## src/rtl/alu_arbiter.sv

```systemverilog
// alu_arbiter: round-robin arbiter sharing one 8-bit ALU between two requesters.
// One request is accepted in IDLE. Mul/div then spend a programmable number of
// wait cycles. The registered result is held on a single tagged response
// channel until the consumer accepts it.
module alu_arbiter #(
   parameter int N       = 8,
   parameter int MUL_CYC = 2,
   parameter int DIV_CYC = 4
) (
   input  logic           clk,
   input  logic           rst_n,
   input  logic [1:0]     req_valid,
   output logic [1:0]     req_ready,
   input  logic [2:0]     req_op0,
   input  logic [2:0]     req_op1,
   input  logic [N-1:0]   req_a0,
   input  logic [N-1:0]   req_a1,
   input  logic [N-1:0]   req_b0,
   input  logic [N-1:0]   req_b1,
   output logic           resp_valid,
   input  logic           resp_ready,
   output logic           resp_id,
   output logic [2*N-1:0] resp_data,
   output logic           resp_err,
   output logic           busy
);

   localparam logic [2:0] OP_ADD = 3'b000;
   localparam logic [2:0] OP_AND = 3'b001;
   localparam logic [2:0] OP_SUB = 3'b010;
   localparam logic [2:0] OP_OR  = 3'b011;
   localparam logic [2:0] OP_XOR = 3'b100;
   localparam logic [2:0] OP_MUL = 3'b101;
   localparam logic [2:0] OP_DIV = 3'b110;

   typedef enum logic [1:0] {IDLE, WAIT, RESP} state_t;

   state_t         state_reg, state_next;
   logic [3:0]     cnt_reg, cnt_next;
   logic           last_grant_reg, last_grant_next;
   logic [2:0]     op_reg;
   logic [N-1:0]   a_reg, b_reg;
   logic           id_reg;
   logic           resp_id_reg;
   logic [2*N-1:0] resp_data_reg;
   logic           resp_err_reg;

   logic           grant;
   logic           accept;
   logic           capture;
   logic [3:0]     load_cnt;
   logic [2:0]     op_arr [2];
   logic [N-1:0]   a_arr  [2];
   logic [N-1:0]   b_arr  [2];
   logic [2:0]     sel_op;
   logic [N-1:0]   sel_a, sel_b;
   logic [2:0]     alu_op;
   logic [N-1:0]   alu_a, alu_b;
   logic           alu_id;
   logic [2*N-1:0] a_ext, b_ext;
   logic [2*N-1:0] alu_res;
   logic           alu_err;

   assign op_arr[0] = req_op0;
   assign op_arr[1] = req_op1;
   assign a_arr[0]  = req_a0;
   assign a_arr[1]  = req_a1;
   assign b_arr[0]  = req_b0;
   assign b_arr[1]  = req_b1;

   // Round-robin pick: a lone requester wins, a tie goes to the one not served last.
   always_comb begin
      if (req_valid == 2'b11) grant = ~last_grant_reg;
      else                    grant = req_valid[1];
   end

   assign sel_op = op_arr[grant];
   assign sel_a  = a_arr[grant];
   assign sel_b  = b_arr[grant];

   // Only the granted requester sees ready, and only while idle.
   for (genvar gi = 0; gi < 2; gi++) begin : g_ready
      assign req_ready[gi] = (state_reg == IDLE) && (grant == 1'(gi)) && req_valid[gi];
   end

   assign accept = |(req_valid & req_ready);

   // The ALU works on the live granted payload in IDLE (zero-wait ops finish at
   // the accept edge) and on the latched payload once the op has been accepted.
   assign alu_op = (state_reg == IDLE) ? sel_op : op_reg;
   assign alu_a  = (state_reg == IDLE) ? sel_a  : a_reg;
   assign alu_b  = (state_reg == IDLE) ? sel_b  : b_reg;
   assign alu_id = (state_reg == IDLE) ? grant  : id_reg;
   assign a_ext  = {{N{1'b0}}, alu_a};
   assign b_ext  = {{N{1'b0}}, alu_b};

   // Shared combinational ALU on zero-extended operands.
   always_comb begin
      alu_res = '0;
      alu_err = 1'b0;
      case (alu_op)
         OP_ADD:  alu_res = a_ext + b_ext;
         OP_AND:  alu_res = a_ext & b_ext;
         OP_SUB:  alu_res = a_ext - b_ext;
         OP_OR:   alu_res = a_ext | b_ext;
         OP_XOR:  alu_res = a_ext ^ b_ext;
         OP_MUL:  alu_res = a_ext * b_ext;
         OP_DIV: begin
            if (alu_b == '0) begin
               alu_res = '1;
               alu_err = 1'b1;
            end else begin
               alu_res = a_ext / b_ext;
            end
         end
         default: alu_res = (alu_a < alu_b) ? a_ext : b_ext;
      endcase
   end

   // Wait-cycle count for the op being accepted; divide-by-zero answers at once.
   always_comb begin
      load_cnt = '0;
      if (sel_op == OP_MUL)                       load_cnt = 4'(MUL_CYC);
      else if (sel_op == OP_DIV && sel_b != '0)   load_cnt = 4'(DIV_CYC);
   end

   // Next-state logic: accept in IDLE, count down in WAIT, hold result in RESP.
   always_comb begin
      state_next      = state_reg;
      cnt_next        = cnt_reg;
      last_grant_next = last_grant_reg;
      capture         = 1'b0;
      case (state_reg)
         IDLE: begin
            if (accept) begin
               last_grant_next = grant;
               cnt_next        = load_cnt;
               if (load_cnt == '0) begin
                  state_next = RESP;
                  capture    = 1'b1;
               end else begin
                  state_next = WAIT;
               end
            end
         end
         WAIT: begin
            cnt_next = cnt_reg - 4'd1;
            if (cnt_reg <= 4'd1) begin
               cnt_next   = '0;
               state_next = RESP;
               capture    = 1'b1;
            end
         end
         RESP: begin
            if (resp_ready) state_next = IDLE;
         end
         default: state_next = IDLE;
      endcase
   end

   // State, counter and round-robin pointer registers.
   always_ff @(posedge clk or negedge rst_n) begin
      if (!rst_n) begin
         state_reg      <= IDLE;
         cnt_reg        <= '0;
         last_grant_reg <= 1'b1;
      end else begin
         state_reg      <= state_next;
         cnt_reg        <= cnt_next;
         last_grant_reg <= last_grant_next;
      end
   end

   // Operand latch on accept and result capture on entry to RESP.
   always_ff @(posedge clk or negedge rst_n) begin
      if (!rst_n) begin
         op_reg        <= '0;
         a_reg         <= '0;
         b_reg         <= '0;
         id_reg        <= 1'b0;
         resp_id_reg   <= 1'b0;
         resp_data_reg <= '0;
         resp_err_reg  <= 1'b0;
      end else begin
         if (accept) begin
            op_reg <= sel_op;
            a_reg  <= sel_a;
            b_reg  <= sel_b;
            id_reg <= grant;
         end
         if (capture) begin
            resp_id_reg   <= alu_id;
            resp_data_reg <= alu_res;
            resp_err_reg  <= alu_err;
         end
      end
   end

   assign resp_valid = (state_reg == RESP);
   assign busy       = (state_reg != IDLE);
   assign resp_id    = resp_id_reg;
   assign resp_data  = resp_data_reg;
   assign resp_err   = resp_err_reg;

endmodule

```

## config.mk

```make
export PLATFORM = sky130hd
export DESIGN_NAME = alu_arbiter
export DESIGN_NICKNAME = d
export VERILOG_FILES = /design/src/rtl/alu_arbiter.sv
export SDC_FILE = /design/constraint.sdc
export NUM_CORES = 1
export LEC_CHECK = 0
export ABC_AREA = 1
export CAP_MARGIN = 20
export CORE_MARGIN = 2
export CORE_UTILIZATION = 50
export DETAILED_ROUTE_END_ITERATION = 7
export GPL_ROUTABILITY_DRIVEN = 0
export HOLD_SLACK_MARGIN = 0.05
export PLACE_DENSITY = 0.69
export RECOVER_POWER = 25
export SETUP_SLACK_MARGIN = 0.1
export SLEW_MARGIN = 40
export SYNTH_ARGS = -nofsm -noshare
export SYNTH_HDL_FRONTEND = slang
export SYNTH_SLANG_ARGS = --single-unit
```

## constraint.sdc

```tcl
create_clock -name clk -period 32.5 [get_ports clk]
set_clock_uncertainty 0.2 [all_clocks]
set_input_delay 6.5 -clock clk [delete_from_list [all_inputs] [get_ports clk]]
set_output_delay 6.5 -clock clk [all_outputs]
set_load 0.1 [all_outputs]
```

After elaboration in Yosys (flattened, before gate mapping)

Index checks and enable logic that the tools add are counted.
W data, S select, Z words.

Add/sub/neg operators: 3
$mul: 1
Divide/modulo/power cells: 1
Order comparisons: 3
Eq/ne operators: 14
Mux-type cells: 33
Bitwise logic cells: 7
Reductions and logical operators: 16

Operators with widths:

| operator             | number |
|---|---|
| $pmux W16 S7         | 1 |
| $mux W8              | 9 |
| $mux W3              | 6 |
| $div A8 B8 Y16       | 1 |
| $mul A8 B8 Y16       | 1 |
| $mux W16             | 1 |
| $eq A3 B3 Y1 const B | 5 |
| $add A8 B8 Y9        | 1 |
| $sub A8 B8 Y9        | 1 |
| $and A8 B8 Y8        | 1 |
| $logic_not A8 Y1     | 1 |
| $lt A8 B8 Y1         | 1 |
| $mux W2              | 4 |
| $mux W4              | 2 |
| $or A8 B8 Y8         | 1 |
| $pmux W4 S2          | 1 |
| $reduce_bool A8 Y1   | 1 |
| $xor A8 B8 Y8        | 1 |
| $mux W1              | 7 |
| $eq A3 B2 Y1 const B | 2 |
| $pmux W2 S3          | 1 |
| $logic_and A1 B1 Y1  | 5 |
| $eq A2 B2 Y1 const B | 2 |
| $le A4 B1 Y1 const B | 1 |
| 17 further kinds     | 21 |

Flip-flop bits (word level): 45
Input bits: 43
Output and inout port bits: 22
Logic and storage cells: 88

Depth between registers and ports, before layout

Depth after elaboration: 14
Gate-level depth with buffers: 216
Mapped depth without buffers: 208

Worst setup path before layout

No wires, ideal clock.

Kind: input to register
Start point: input port req_valid[0]
End point: register resp_data_reg[0], in the netlist resp_data[0]
Setup time: 0.117 ns
Arrival: 32.795 ns
Data required time: 32.183 ns
Slack: -0.612 ns
Stages on the path: 212
Path buffers: 8
Cells stage by stage: nand2_2 nand2_4 inv_4 nand2_2 nand2_2 o21ai_4 inv_4 nor2_4 nand3_1 nand2_1 inv_1 nor2_1 ha_1 o21ai_0 nand2_1 nor3b_2 nand3b_2 nand2_1 [176 not listed] nand2_2 clkinv_4 buf_8 o21ai_0 ha_1 a21boi_0 o21a_1 o21ai_0 nand2_1 a21oi_1 o21bai_1 a21o_1 a211oi_1 nand2_1 nand2_1 nand2_1 nand2_1 nand2_1

Word-level cells in the longest chain between the ends: 14
Elaborated cells on any way between the ends: 51
Classes of those cells: add/sub (2); mul (1); div (1); order compare (1); eq/ne (9); mux (21); bitwise (6); reduce/logical (10)

Ends and longest elaborated chain:

| what                                                                    | RTL line | text |
|---|---|---|
| start: declaration                                                      | 12       | `input logic [1:0] req_valid,` |
| parallel branches: the longest is 14 deep, another holds $div A8 B8 Y16 | n/a      |  |
| end signal: assignment                                                  | 193      | `resp_data_reg <= alu_res;` |
| end: declaration                                                        | 45       | `logic [2*N-1:0] resp_data_reg;` |

Several ways; the timed one is not identified. The select of a mux whose other input is x is not followed.
A chain may end at the register's enable or synchronous reset.

Worst setup path after layout

Ends and elaborated chain as after synthesis.

==> key figures <==
Critical path
  – CP startpoint kind: input pin
  – Endpoint type of the worst setup path: flip-flop
  – Worst path arrival time: 31.48 ns
  – Worst path required time: 32.49 ns
  – Crit path max fanout: 12
  – R2R Setup Slk: roughly 6.4 ns
  – Slowest-stage cell, CP: ha_1
  – Critical setup path kind: input pin to flip-flop
  – Most common cell on crit path: nand2_1
  – Max stage delay on crit path: between 0.3 and 0.4 ns

Clock tree
  – TritonCTS Buffers: 5
  – Clock Latency Late Sink: between 0.2 and 0.3 ns
  – CTS Root Cell: clkbuf_16
  – TritonCTS clock tree: yes
  – # H-tree levels: 2
  – Max clock buf depth: 2
  – CTS clk-pin slew, worst paths: about 0.060 ns
  – Clock sink total: 45

Logic synthesis
  – YS warnings: 0
  – Share of the synthesized area in the top cell type: 18.84%
  – Post-synth top flop: dfrtp_1
  – Mapped cell area: 0.01089 mm^2
  – Count of flip-flops with a built-in enable after synthesis: 0
  – Synth top area cells: ha_1 19%, nand2_1 12%, dfrtp_1 10%
  – Synth Register Bits: 45
  – Asr flop ratio synth: 100.0%
  – Syn Area/Cell: a little under 7 um^2
  – Sequential cell area fraction in the yosys report: approximately a tenth
  – Largest area contributor in the netlist: ha_1
  – Post-Synthesis Cells: 1588
  – Synth unique cells: 63

Routing
  – WL met1: 14.00 mm
  – Drc violations: 0
  – DRT antenna net count: 0
  – Iteration-0 DRC Markers: 599
  – Via count: ~11k
  – Total Wirelength: 31.70 mm
  – Uppermost layer routed: met4
  – DR WL met3: 1.540 mm
  – WL per Instance: 15.17 um
  – First-pass detailed-route iteration total: 5
  – Vias/cell: 5.306
  – Met2 wire length: 15.53 mm

Finish
  – Share of cells above drive strength 1: 23.58%
  – Diode count: 0
  – P&R area growth vs syn: 24.33%
  – Max reg flops: 16
  – Fin util: 63.80%
  – Nets: around 2k

Floorplan
  – Die area: 0.02298 mm^2
  – Die Wd: 151.6 um
  – Starting Density: 51.31%
  – Core area: 0.02122 mm^2
  – Die Height: 151.6 um
  – Placement row count: 53
  – Top Ports: 65

STA
  – WHS: 0.2807 ns
  – Final hold violations: 0
  – Unrepaired setup endpoints after global routing: true
  – Worst-Margin Slew: approximately 2.4 ns
  – Endpoints failing setup: 0
  – Tmin final: 31.50 ns
  – Highest clock rate: 31.75 MHz
  – Max-slew violation count: 46
  – Final setup margin: 1.005 ns
  – Final period utilization: 96.91%
  – Slew headroom: -60.84%

Flow run
  – Maxcap violations: 1

Place
  – Worst slack, placed: -1.134 ns
  – IO buf count: 64
  – HPWL after detailed placement: 24.04 mm

Global routing
  – Vias in the first global route: 10.38k
  – Total Routing Usage GR: 26.89%
  – Largest net degree at the start of global routing: 46
  – Antenna violations before repair: 0
  – Global route overflow: 0
  – First-pass GRT wire length: just under 50 mm

Status
  – Outcome: complete, but fails checks
  – Failing checks: max-capacitance violations, max-slew violations

Worst hold path
  – Worst Hold Class: flip-flop to flip-flop
-- critical path: cells and delay by family --
kind / cells / cell delay [ns]
buf+inv: 32 / 2.62
fa+ha+maj: 15 / 3.82
simple gates: 88 / 7.83
compound gates: 71 / 10.62
-- synthesized netlist by cell type (18+ instances only) --
master / instances
a21o_1: 30
inv_1: 250
o21ai_0: 111
dfrtp_1: 44
xor2_1: 37
nor2_1: 127
o21bai_1: 18
xnor2_1: 39
fa_1: 38
o21ai_1: 19
nand2_1: 339
nand3_1: 66
ha_1: 164
nand2_4: 18
a21oi_1: 53
nand2_2: 41
-- cell type report --
| type | count | area, um^2 |
|---|---|---|
| Inverter | 266 | 1023 |
| Timing Repair inverter | 1 | 5.005 |
| Clock inverter | 1 | 7.507 |
| Tap cell | 275 | 344.1 |
| Multi-Input combinational cell | 1264 | 9060 |
| Sequential cell | 45 | 1127 |
| Timing Repair Buffer | 232 | 1832 |
| Fill cell | 1952 | 7682 |
| Clock buffer | 6 | 138.9 |
-- worst paths after layout --
check / startpoint / endpoint / depth (start not counted)
setup / recovery: req_valid[0] / resp_data[0] / 206
max in group asynchronous: rst_n / resp_data[10] / 1
hold reg to reg: op_reg[0] / op_reg[0] / 2
setup reg to reg: state_reg[1] / resp_data[0] / 204
min in group asynchronous: rst_n / id_reg / 1
hold / removal: op_reg[0] / op_reg[0] / 2
-- cells in the final DEF (no fill, tap or decap), types with 18 or more instances in the layout --
| master | n |
|---|---|
| o21ai_0 | 95 |
| buf_4 | 161 |
| dfrtp_1 | 44 |
| nand3_1 | 64 |
| clkdlybuf4s50_1 | 39 |
| ha_1 | 155 |
| a21oi_1 | 43 |
| inv_1 | 239 |
| buf_2 | 22 |
| nand2_1 | 321 |
| nand2_2 | 57 |
| xor2_1 | 37 |
| fa_1 | 38 |
| nand2_4 | 20 |
| xnor2_1 | 39 |
| a21o_1 | 30 |
| o21ai_1 | 19 |
| nor2_2 | 18 |
| nor2_1 | 113 |
-- per-layer routing --
layer / vias up / global-route usage (%)
li1: 5598 / -
met1: 5160 / 35.28
met2: 287 / 47.10
met3: 44 / 3.054
met4: 0 / 6.898
met5: - / 0
-- logic make-up (layout without fill, tap and decap cells) --
family | after synthesis | after routing | share of synthesized area [%]
AO/OA/AOI/OAI | 287 | 287 | 16.17
XOR/XNOR | 76 | 76 | 6.113
adder cells (fa/ha/maj) | 202 | 202 | 25.83
buffers and inverters | 288 | 506 | 10.75
flip-flops | 45 | 45 | 10.35
multiplexers | 1 | 1 | 0.09193
other | 1 | 8 | 0.03444
AND/OR/NAND/NOR | 688 | 690 | 30.66
-- what timing repair did --
item / in CTS / in global routing
gates cloned: 1 / 3
endpoints found under the setup margin: 1 / 2
pin swaps: 22 / 97
gates resized for setup: 26 / 97
hold buffers: 0 / 0
buffers inserted: 15 / 60
-- per-stage QoR --
| step | instance area, um^2 | instances | setup TNS (ns) |
|---|---|---|---|
| floorplan | 10950 | 1595 | 0 |
| finish | 13540 | 2090 | 0 |
| detailed placement | 12350 | 2004 | -1.134 |
| CTS | 12690 | 2027 | 0 |
| global route | 13540 | 2090 | -0.7923 |
| global placement | 12460 | 2004 | -0.3856 |
Power is left out: the tool's default activity adds up to more than one toggle a clock period on the data nets, which glitch-free logic cannot reach.
